<file path="src/rtl/stopwatch_pkg.sv">
// Shared state encoding and default timing values for the stopwatch controller.
package stopwatch_pkg;

   typedef enum logic [1:0] {
      ST_IDLE  = 2'b00,
      ST_RUN   = 2'b01,
      ST_PAUSE = 2'b10,
      ST_LAP   = 2'b11
   } sw_state_e;

   localparam int DEBOUNCE_CYCLES_DEF = 32'd1_000_000;
   localparam int TICK_DIV_DEF        = 32'd10_000_000;

endpackage

</file>
<file path="src/rtl/btn_debounce.sv">
// One pushbutton: 2-flop synchronizer, stable-level debouncer and a
// single-cycle press pulse on each accepted rising level.
module btn_debounce
   import stopwatch_pkg::*;
#(
   parameter int DEBOUNCE_CYCLES = DEBOUNCE_CYCLES_DEF
)(
   input  logic clock,
   input  logic reset,
   input  logic btn,
   output logic press
);

   localparam int            CW      = (DEBOUNCE_CYCLES > 1) ? $clog2(DEBOUNCE_CYCLES) : 1;
   localparam logic [CW-1:0] CNT_MAX = CW'(DEBOUNCE_CYCLES - 1);

   logic          sync1_r;
   logic          sync2_r;
   logic          level_r;
   logic          press_r;
   logic [CW-1:0] cnt_r;

   // Synchronizer for the raw asynchronous button input.
   always_ff @(posedge clock) begin
      if (reset) begin
         sync1_r <= 1'b0;
         sync2_r <= 1'b0;
      end else begin
         sync1_r <= btn;
         sync2_r <= sync1_r;
      end
   end

   // Any cycle where the synchronized level matches the accepted one restarts the run.
   always_ff @(posedge clock) begin
      if (reset) begin
         cnt_r   <= '0;
         level_r <= 1'b0;
         press_r <= 1'b0;
      end else if (sync2_r == level_r) begin
         cnt_r   <= '0;
         press_r <= 1'b0;
      end else if (cnt_r == CNT_MAX) begin
         cnt_r   <= '0;
         level_r <= sync2_r;
         press_r <= sync2_r;
      end else begin
         cnt_r   <= cnt_r + CW'(1'b1);
         press_r <= 1'b0;
      end
   end

   assign press = press_r;

endmodule

</file>
<file path="src/rtl/stopwatch_ctrl.sv">
// Stopwatch control: debounced buttons drive a 4-state FSM that gates a
// 0.1 s prescaler and issues tick/clear pulses to the digit counters.
module stopwatch_ctrl
   import stopwatch_pkg::*;
#(
   parameter int DEBOUNCE_CYCLES = DEBOUNCE_CYCLES_DEF,
   parameter int TICK_DIV        = TICK_DIV_DEF
)(
   input  logic       clock,
   input  logic       reset,
   input  logic       btn_ss,
   input  logic       btn_lap,
   input  logic       btn_clr,
   output logic       run,
   output logic       tick,
   output logic       clear,
   output logic       hold,
   output logic [1:0] state
);

   localparam int            PW      = (TICK_DIV > 1) ? $clog2(TICK_DIV) : 1;
   localparam logic [PW-1:0] PRE_MAX = PW'(TICK_DIV - 1);

   logic          press_ss_s, press_lap_s, press_clr_s;
   logic          ev_ss_s, ev_lap_s, ev_clr_s;
   sw_state_e     state_r, state_next_s;
   logic          run_r, hold_r, clear_r, tick_r;
   logic          run_next_s, hold_next_s, clear_next_s;
   logic [PW-1:0] presc_r;

   btn_debounce #(.DEBOUNCE_CYCLES(DEBOUNCE_CYCLES)) u_db_ss (
      .clock(clock), .reset(reset), .btn(btn_ss),  .press(press_ss_s));
   btn_debounce #(.DEBOUNCE_CYCLES(DEBOUNCE_CYCLES)) u_db_lap (
      .clock(clock), .reset(reset), .btn(btn_lap), .press(press_lap_s));
   btn_debounce #(.DEBOUNCE_CYCLES(DEBOUNCE_CYCLES)) u_db_clr (
      .clock(clock), .reset(reset), .btn(btn_clr), .press(press_clr_s));

   // Same-cycle presses resolve clr > ss > lap; the losers are dropped.
   assign ev_clr_s = press_clr_s;
   assign ev_ss_s  = press_ss_s & ~press_clr_s;
   assign ev_lap_s = press_lap_s & ~press_clr_s & ~press_ss_s;

   // Next-state logic.
   always_comb begin
      state_next_s = state_r;
      case (state_r)
         ST_IDLE: begin
            if (ev_ss_s) state_next_s = ST_RUN;
            else         state_next_s = ST_IDLE;
         end
         ST_RUN: begin
            if (ev_ss_s)       state_next_s = ST_PAUSE;
            else if (ev_lap_s) state_next_s = ST_LAP;
            else               state_next_s = ST_RUN;
         end
         ST_LAP: begin
            if (ev_lap_s)     state_next_s = ST_RUN;
            else if (ev_ss_s) state_next_s = ST_PAUSE;
            else              state_next_s = ST_LAP;
         end
         ST_PAUSE: begin
            if (ev_ss_s)       state_next_s = ST_RUN;
            else if (ev_clr_s) state_next_s = ST_IDLE;
            else               state_next_s = ST_PAUSE;
         end
         default: state_next_s = ST_IDLE;
      endcase
   end

   // Output values decoded from the next state so they register alongside it.
   always_comb begin
      run_next_s   = (state_next_s == ST_RUN) || (state_next_s == ST_LAP);
      hold_next_s  = (state_next_s == ST_LAP);
      clear_next_s = ev_clr_s && ((state_r == ST_IDLE) || (state_r == ST_PAUSE));
   end

   // State and registered FSM outputs.
   always_ff @(posedge clock) begin
      if (reset) begin
         state_r <= ST_IDLE;
         run_r   <= 1'b0;
         hold_r  <= 1'b0;
         clear_r <= 1'b0;
      end else begin
         state_r <= state_next_s;
         run_r   <= run_next_s;
         hold_r  <= hold_next_s;
         clear_r <= clear_next_s;
      end
   end

   // Prescaler holds its phase while stopped so resume keeps the sub-tick position.
   always_ff @(posedge clock) begin
      if (reset) begin
         presc_r <= '0;
         tick_r  <= 1'b0;
      end else if (clear_next_s) begin
         presc_r <= '0;
         tick_r  <= 1'b0;
      end else if (run_r) begin
         if (presc_r == PRE_MAX) begin
            presc_r <= '0;
            tick_r  <= 1'b1;
         end else begin
            presc_r <= presc_r + PW'(1'b1);
            tick_r  <= 1'b0;
         end
      end else begin
         presc_r <= presc_r;
         tick_r  <= 1'b0;
      end
   end

   assign run   = run_r;
   assign tick  = tick_r;
   assign clear = clear_r;
   assign hold  = hold_r;
   assign state = state_r;

endmodule

</file>
<file path="config.mk">
export PLATFORM = sky130hd
export DESIGN_NAME = stopwatch_ctrl
export DESIGN_NICKNAME = d
export VERILOG_FILES = /design/src/rtl/stopwatch_pkg.sv /design/src/rtl/btn_debounce.sv /design/src/rtl/stopwatch_ctrl.sv
export SDC_FILE = /design/constraint.sdc
export NUM_CORES = 1
export LEC_CHECK = 0
export ABC_CLOCK_PERIOD_IN_PS = 2700
export CELL_PAD_IN_SITES_DETAIL_PLACEMENT = 1
export CELL_PAD_IN_SITES_GLOBAL_PLACEMENT = 2
export CORE_MARGIN = 2
export CORE_UTILIZATION = 38
export CTS_CLUSTER_DIAMETER = 150
export DETAILED_ROUTE_END_ITERATION = 16
export PLACE_DENSITY = 0.83
export SKIP_LAST_GASP = 1
export SYNTH_ARGS = -nofsm -noshare
export SYNTH_HDL_FRONTEND = slang
export SYNTH_SLANG_ARGS = --single-unit
</file>
<file path="constraint.sdc">
create_clock -name clock -period 2.7 [get_ports clock]
set_input_delay 0.27 -clock clock [delete_from_list [all_inputs] [get_ports clock]]
set_output_delay 0.27 -clock clock [all_outputs]
set_load 0.02 [all_outputs]
</file>
## Word level (Yosys, flattened, before mapping)

Cells that the tools add are included.

- Add/sub/neg operators: 4
- Eq/ne operators: 12
- Muxes and demuxes: 10
- Bitwise gates (word level): 12
- Reduce and logical (&&, ||, !) cells: 15

Operator list:

| kind | count |
|---|---|
| $add A20 B1 Y20 const B | 3 |
| $eq A20 B20 Y1 const B | 3 |
| $add A24 B1 Y24 const B | 1 |
| $eq A24 B24 Y1 const B | 1 |
| $mux W24 | 1 |
| $reduce_or A3 Y1 | 7 |
| $mux W2 | 5 |
| $not A1 Y1 | 9 |
| $pmux W2 S4 | 1 |
| $eq A2 B2 Y1 const B | 3 |
| $reduce_and A2 Y1 | 3 |
| $eq A2 B1 Y1 const B | 2 |
| $and A1 B1 Y1 | 3 |
| $eq A1 B1 Y1 | 3 |
| $mux W1 | 3 |
| $logic_not A2 Y1 | 1 |
| $logic_or A1 B1 Y1 | 2 |
| $reduce_or A2 Y1 | 1 |
| $logic_and A1 B1 Y1 | 1 |

- Bits in registers: 102
- Input bits: 5
- Output and inout port bits: 6
- Logic and storage cells: 74

## Longest topological paths before layout

Gate-level depths: netlist (run 1).

- Word-level depth: 8
- Gate-level depth with buffers: 7
- Depth with buffers taken out: 5

## Hierarchy

A second synthesis (run 1) with hierarchy kept.

- Cell total of the unflattened synthesis: 530
- Area total of the unflattened synthesis: 4640.7 um2

Modules (own cells, without submodules):

| module | instances | cells each | area each (um2) | seq. area each (um2) |
|---|---|---|---|---|
| btn_debounce | 3 | 123 | 1079.8 | 480.5 |
| stopwatch_ctrl | 1 | 161 | 1401.3 | 600.6 |

## Worst setup path before layout (run 1)

Ideal clock, no wire load.

- Path kind: flip-flop to flip-flop
- Start: register state_r[0], in the netlist state[0]
- End: register presc_r[0]
- Setup time: 0.117 ns
- Data arrival time: 1.891 ns
- Data required time: 2.583 ns
- Path slack: 0.692 ns
- Cell stages (with the launch flop): 8
- Path buffers: 3
- Clock period less this slack: 2.008 ns
- Cell sequence: dfxtp_1 -> buf_2 -> and3_1 -> clkbuf_1 -> nand3_1 -> o41ai_2 -> buf_2 -> nor2_1

- Cells in the longest elaborated chain, start to end: 4
- Elaborated cells between the ends (all ways): 5
- Those cells by class: 1 x eq/ne; 4 x reduce/logical

Ends and longest elaborated chain:

| what | RTL line | RTL |
|---|---|---|
| from (decl) | stopwatch_ctrl.sv:26 | `sw_state_e state_r, state_next_s;` |
| from (signal assigned) | stopwatch_ctrl.sv:85 | `state_r <= state_next_s;` |
| $eq A2 B2 Y1 or $logic_not A2 Y1 (tied branches) | stopwatch_ctrl.sv:74 | `clear_next_s = ev_clr_s && ((state_r == ST_IDLE) \|\| (state_r == ST_PAUSE));` |
| $logic_or A1 B1 Y1 * | stopwatch_ctrl.sv:74 |  |
| $logic_and A1 B1 Y1 * | stopwatch_ctrl.sv:74 |  |
| $reduce_or A2 Y1 (no line) * | -- |  |
| to (signal assigned) | stopwatch_ctrl.sv:105 | `presc_r <= presc_r + PW'(1'b1);` |
| to (signal assigned) | stopwatch_ctrl.sv:109 | `presc_r <= presc_r;` |
| to (decl) | stopwatch_ctrl.sv:29 | `logic [PW-1:0] presc_r;` |

Every way passes the cells marked *; elsewhere a longest branch is shown, timed or not.
A chain may end at the register's enable or synchronous reset.

## Worst setup path in the final report (run 1)

- Start: register u_db_clr.cnt_r[0]
- End: register u_db_clr.cnt_r[18]

- Cells in the longest elaborated chain, start to end: 2
- Elaborated cells between the ends (all ways): 3
- Those cells by class: 1 x add/sub; 1 x eq/ne; 1 x reduce/logical

Ends and longest elaborated chain:

| what | RTL line | RTL |
|---|---|---|
| from (decl) | btn_debounce.sv:21 | `logic [CW-1:0] cnt_r;` |
| from (signal assigned) | btn_debounce.sv:48 | `cnt_r <= cnt_r + CW'(1'b1);` |
| branches (longest 2 deep; another with $add A20 B1 Y20) | -- |  |

Parallel ways; which one is timed is not known.

==> flow_metrics.tcl, run 1 <==
set metrics [dict create \
    vias 3717 \
    outcome "complete, no violations" \
    routed_wl_um 10000 \
    synth_cells 523 \
    gr-usage-all-layers_pct 17.4 \
    fin_cells 679 \
    cts_tree "yes" \
    rsz0062_at_grt "no" \
    synth-main-ff-cell "dfxtp_1" \
    antenna_left 0 \
    dp.cells 663 \
    cp-start-kind "flop" \
    end_kind "flop" \
    synth_compound_area_share_pct 9.81 \
    crit_fanout 7 \
    dp_hpwl_um 7050 \
    finalCritPeriodShare_pct 76.4 \
    cap_viol_max_count 0 \
    setup_viol 0 \
    fin_crit_ns 2.06 \
    setup_tns_ns 0 \
    drtIter0Drc 144 \
    yosysSeqAreaShare_pct 44.9 \
    root_buffer "clkbuf_16" \
    drt-pass1-iter-count 4 \
    rows 39 \
    required_ns 2.99 \
    cp_num_cells 5 \
    synth_mux_area_share_pct 0.222 \
    vias_per_cell 5.47 \
    start_util_pct 39.1 \
    syn-num-nets 532 \
    yosysTopAreaCellShare_pct 44.9 \
    dieArea_mm2 0.0127 \
    cp.arrival_ns 2.35 \
    holdPathStages 1 \
    cellLeakagePower_uw 0.00148 \
    numCtsBuffers 9 \
    worst_path_dominant_cell_family "simple AND/OR/NAND/NOR gates" \
    num_io_pins 11 \
    clock_sinks 101 \
    synth_top_family_by_area "simple AND/OR/NAND/NOR gates" \
    ys_ff_latch 101 \
    io_buffers 10 \
    antenna_found_initial 0 \
    final_util_pct 43.9 \
    synth_fa_ha_area_share_pct 1.11 \
    skew_ns 0.00504 \
    clk_latency_ns 0.35 \
    clk_pin_slew_ns 0.07 \
    grt_overflow_total 0 \
    worstHoldEndpoint "u_db_ss.sync2_r" \
    rr_startpoint "u_db_clr.cnt_r[0]" \
    hold_class "flop to flop" \
    grt_pass1_wl_um 18200 \
    ys_types 37 \
    ctsResizeCount 0 \
    wire_per_inst_um 14.7 \
    hold_violations 0 \
    postCtsHoldBufs 0 \
    finish.net_count 540 \
    synth-edff-count 0 \
    drive_above_1_share_pct 4.85 \
    avgSynthCellArea_um2 8.61 \
    n_antenna_cell 0 \
    cp_num_buf_inv 0 \
    p_per_area_mw_per_mm2 568 \
    hp-start "u_db_ss.sync1_r" \
    reg2regPathDepth 5 \
    yosys_warnings 0 \
    path_class "flop to flop" \
    synthesis.area_mm2 0.00450 \
    critical_path.slowest_cell "or4_1" \
    async_reset_ff_share_pct 0 \
    synthTopCellsByArea "dfxtp_1 (45%), xnor2_1 (5.8%), nor2_1 (5.3%), a21oi_1 (4.1%), xor2_1 (3.9%)" \
    regToRegEndpoint "u_db_clr.cnt_r[18]" \
    whs_ns 0.443 \
    die_x_um 113 \
    max_freq_mhz 485 \
    grt_pass1_vias 3911 \
    final_cell_mix "dfxtp_1 (101), nor2_1 (64), a21oi_1 (37)" \
    place_congestion 0.749 \
    synth-simple-area-share_pct 31.0 \
    crit_path_frequent_cell "or4_1" \
    irDropWorstVdd_mv 0.326 \
    max_stage_delay_ns 0.66 \
    die_h_um 113 \
    clock_path_buffers 2 \
    post_cts_buffers 0 \
    layout_commonest_cell "dfxtp_1" \
    dp_worst_setup_slack_ns 0.631 \
    core_mm2 0.0115 \
    grt_max_degree 23 \
    cts_htree_levels 3 \
    synthToLayoutAreaGrowth_pct 12.1 \
    fin_ws_ns 0.637 \
    worst_slew_pin_slew_ns 0.646 \
    relSlewSlack_pct 56.5 \
    drc 0 \
    crit_chain "ha_1 -> nand2_1 -> or4_1 -> or4_1 -> a21oi_1" \
    r2r_slack_ns 0.64 \
    synth_xor_area_share_pct 9.72 \
    final_max_slew_viol_count 0 \
    yosysTopAreaCell "dfxtp_1" \
]
## sequential cells by signal (all words and copies together), names as in the netlist, 2 cells and up
signal,flops
presc_r,24
u_db_lap.cnt_r,20
u_db_clr.cnt_r,20
u_db_ss.cnt_r,20
state,2
## final cells by class
class,count,area (um^2)
Fill cell,1374,6470
Multi-Input combinational cell,387,2350
Sequential cell,101,2020
Clock buffer,11,243
Tap cell,143,179
Timing Repair Buffer,15,138
Inverter,17,63.8
Clock inverter,5,58.8
## per-stage QoR
stage,total power [uW],instance area (um^2)
after floorplan,1550,4500
after global placement,1570,4750
after detailed placement,1570,4750
after CTS,2920,5050
after global routing,2980,5050
final,2870,5050
## cells by family (layout without fill, tap and decap cells)
| kind of cell | count (synthesis) | count (layout) |
|---|---|---|
| XOR/XNOR | 50 | 50 |
| AO/OA/AOI/OAI | 78 | 78 |
| adder cells (fa/ha/maj) | 4 | 4 |
| AND/OR/NAND/NOR | 254 | 254 |
| multiplexers | 1 | 1 |
| buffers and inverters | 35 | 48 |
| flip-flops | 101 | 101 |
## worst max path at each step
stage / from / end / slack, ns
2_1_floorplan: state[0] / presc_r[0] / 0.69
3_3_place_gp: u_db_clr.cnt_r[0] / u_db_clr.cnt_r[18] / 0.68
3_5_place_dp: u_db_clr.cnt_r[0] / u_db_clr.cnt_r[18] / 0.63
4_1_cts: u_db_clr.cnt_r[0] / u_db_clr.cnt_r[18] / 0.61
5_1_grt: u_db_clr.cnt_r[0] / u_db_clr.cnt_r[18] / 0.49
6_report: u_db_clr.cnt_r[0] / u_db_clr.cnt_r[18] / 0.64
## cells in the mapped netlist (6+ instances only)
| master | count |
|---|---|
| nor3_1 | 8 |
| o21ai_0 | 24 |
| xnor2_1 | 30 |
| a21oi_1 | 37 |
| nor2b_1 | 7 |
| dfxtp_1 | 101 |
| o31ai_1 | 14 |
| nor2_1 | 64 |
| clkbuf_1 | 10 |
| or4_1 | 19 |
| nand4_1 | 24 |
| and3_1 | 8 |
| inv_1 | 17 |
| or3_1 | 20 |
| and4_1 | 7 |
| nor4_1 | 14 |
| buf_2 | 6 |
| nand3_1 | 26 |
| xor2_1 | 20 |
| nand2_1 | 35 |
## power by group
part / total (uW) / switching (uW) / internal (uW)
logic: 39.1 / 23.4 / 15.7
registers: 1500 / 3.66 / 1490
clock network: 1330 / 585 / 746
## layer usage
metal | vias to the layer above | global-route usage (%) | share of wire (%)
met5 | - | 0 | 0
met4 | 0 | 4.72 | 1.2
met3 | 7 | 5.20 | 2.4
met2 | 15 | 29.8 | 48
met1 | 1810 | 21.2 | 48
li1 | 1885 | - | -
(Power assumes the default switching activity.)
==> run 2: changes to the inputs <==
--- a/config.mk
+++ b/config.mk
@@ -5,7 +5,7 @@
 export SDC_FILE = /design/constraint.sdc
 export NUM_CORES = 1
 export LEC_CHECK = 0
-export ABC_CLOCK_PERIOD_IN_PS = 2700
+export ABC_CLOCK_PERIOD_IN_PS = 2050
 export CELL_PAD_IN_SITES_DETAIL_PLACEMENT = 1
 export CELL_PAD_IN_SITES_GLOBAL_PLACEMENT = 2
 export CORE_MARGIN = 2
==> constraint.sdc (replaced) <==
create_clock -name clock -period 2.05 [get_ports clock]
set_input_delay 0.205 -clock clock [delete_from_list [all_inputs] [get_ports clock]]
set_output_delay 0.205 -clock clock [all_outputs]
set_load 0.02 [all_outputs]
==> run 2 against run 1 <==
Against the previous run: clock skew is essentially flat; hold slack lost 0.040 ns; via count grew 3.2%.
==> flow_metrics.tcl, run 2 (synthesis gave the netlist of run 1 again) <==
set metrics [dict create \
    final_cell_mix "dfxtp_1 (101), nor2_1 (64), a21oi_1 (37)" \
    final_max_slew_viol_count 0 \
    wl_met3_um 282 \
    sequentialPowerShare_pct 52.8 \
    drt-met1-wl_um 4770 \
    p_sw_share_pct 21.4 \
    path_class "flop to flop" \
    end_kind "flop" \
    p_switching_uw 798 \
    largest-register "presc_r" \
    clock_sinks 101 \
    hold_class "primary input to flop" \
    io_buffers 10 \
    clk_pin_slew_ns 0.07 \
    final_util_pct 45.1 \
    antenna_found_initial 0 \
    root_buffer "clkbuf_16" \
    die_x_um 113 \
    cp.arrival_ns 2.23 \
    grt_pass1_wl_um 18300 \
    drive_above_1_share_pct 8.65 \
    die_h_um 113 \
    core_mm2 0.0115 \
    synthToLayoutAreaGrowth_pct 15.4 \
    cts_htree_levels 3 \
    routed.top_layer "met4" \
    p_int_uw 2940 \
    antenna_left 0 \
    worstHoldEndpoint "u_db_lap.sync1_r" \
    layout_commonest_cell "dfxtp_1" \
    post_cts_buffers 0 \
    num_io_pins 11 \
    setup_tns_ns 0 \
    relSlewSlack_pct 61.9 \
    vias 3837 \
    fill_cells 1379 \
    clk_latency_ns 0.35 \
    rsz0062_at_grt "no" \
    required_ns 2.34 \
    fin_crit_ns 1.94 \
    cts_tree "yes" \
    postLayoutCellArea_mm2 0.00519 \
    reg2regPathDepth 5 \
    largest_reg_flops 24 \
    wl_met2_um 5150 \
    grt_pass1_vias 3945 \
    cellLeakagePower_uw 0.00157 \
    dieArea_mm2 0.0127 \
    placed_area_mm2 0.00489 \
    max_freq_mhz 515 \
    cp-start-kind "flop" \
    n_antenna_cell 0 \
    p_per_area_mw_per_mm2 719 \
    rr_startpoint "u_db_clr.cnt_r[1]" \
    clock_power_share_pct 45.7 \
    regToRegEndpoint "u_db_clr.cnt_r[18]" \
    drtIter0Drc 179 \
    numCtsBuffers 9 \
    dp_hpwl_um 7450 \
    hp-start "btn_lap" \
    irDropWorstVdd_mv 0.495 \
    worst_slew_pin_slew_ns 0.567 \
    rows 39 \
    hold_violations 0 \
    skew_ns 0.00489 \
    finalCritPeriodShare_pct 94.7 \
    drc 0 \
    vias_per_cell 5.50 \
    grt_max_degree 21 \
    crit_fanout 6 \
    routed_wl_um 10300 \
    cap_viol_max_count 0 \
    setup_viol 0 \
    start_util_pct 39.1 \
    r2r_slack_ns 0.11 \
    p_comb_share_pct 1.5 \
    holdPathStages 2 \
    finish.net_count 559 \
    drt-pass1-iter-count 4 \
    wire_per_inst_um 14.8 \
    grt_overflow_total 0 \
    gr-usage-all-layers_pct 17.5 \
    clock_path_buffers 2 \
    place_congestion 0.778 \
    outcome "complete, no violations" \
]
==> run 2: cell count changes in the layout (fill, tap and decap cells not counted), sizes merged <==
cell / before / now
clkinv: 1 / 3
inv: 18 / 17
clkbuf: 11 / 10
buf: 5 / 24
==> run 2: cell type report <==
type	count	area (um^2)	share of cell area, %
multi-input cells	387	2360	45.4
flip-flops and latches	101	2020	38.9
repair buffers	34	280	5.39
clock buffers	10	229	4.41
well taps	143	179	3.44
clock inverters	6	63.8	1.23
inverters	17	63.8	1.23
==> run 2: routing by layer <==
layer	GRT usage [%]	vias to the layer above
met5	0	-
met4	4.63	0
met3	5.20	11
met2	31.1	25
met1	20.6	1872
li1	-	1929
==> run 2: critical path: stages (launching register included) <==
cell	delay [ns]
dfxtp_1	0.35
ha_1	0.21
nand2_1	0.11
or4_4	0.59
or4_1	0.48
a21oi_1	0.14
==> run 2: how the worst max path moves through the flow <==
stage | cells past startpoint | to | slack [ns] | start
floorplan | 7 | presc_r[0] | 0.04 | state[0]
global placement | 5 | u_db_clr.cnt_r[18] | 0.11 | u_db_clr.cnt_r[1]
detailed placement | 4 | u_db_clr.cnt_r[17] | 0.03 | u_db_clr.cnt_r[3]
CTS | 4 | u_db_clr.cnt_r[17] | 0.01 | u_db_clr.cnt_r[3]
global route | 5 | u_db_clr.cnt_r[18] | 0.01 | u_db_clr.cnt_r[0]
finish | 5 | u_db_clr.cnt_r[18] | 0.11 | u_db_clr.cnt_r[1]
==> run 2: repair_timing <==
item | 4_1_cts | 5_1_grt
endpoints found under the setup margin | 0 | 4
resized for setup | 0 | 3
hold buffers | 0 | 0
==> run 2: per-stage QoR <==
step	setup WS, ns	std cells	power [uW]	hold slack, ns
after floorplan	0.0418	523	2050	0.333
after global placement	0.108	682	2070	0.419
after detailed placement	0.0325	682	2080	0.430
after CTS	0.0127	698	3790	0.397
after global routing	0.0148	698	3890	0.396
final	0.110	698	3740	0.404
==> run 2: power by group through the flow <==
stage / Combinational (uW) / Clock [uW] / Sequential, uW
final: 57.5 / 1710 / 1970
after global routing: 64.7 / 1860 / 1970
after CTS: 58.7 / 1760 / 1970
after detailed placement: 58.8 / 0 / 2020
after global placement: 56.7 / 0 / 2020
after floorplan: 31.1 / 0 / 2020
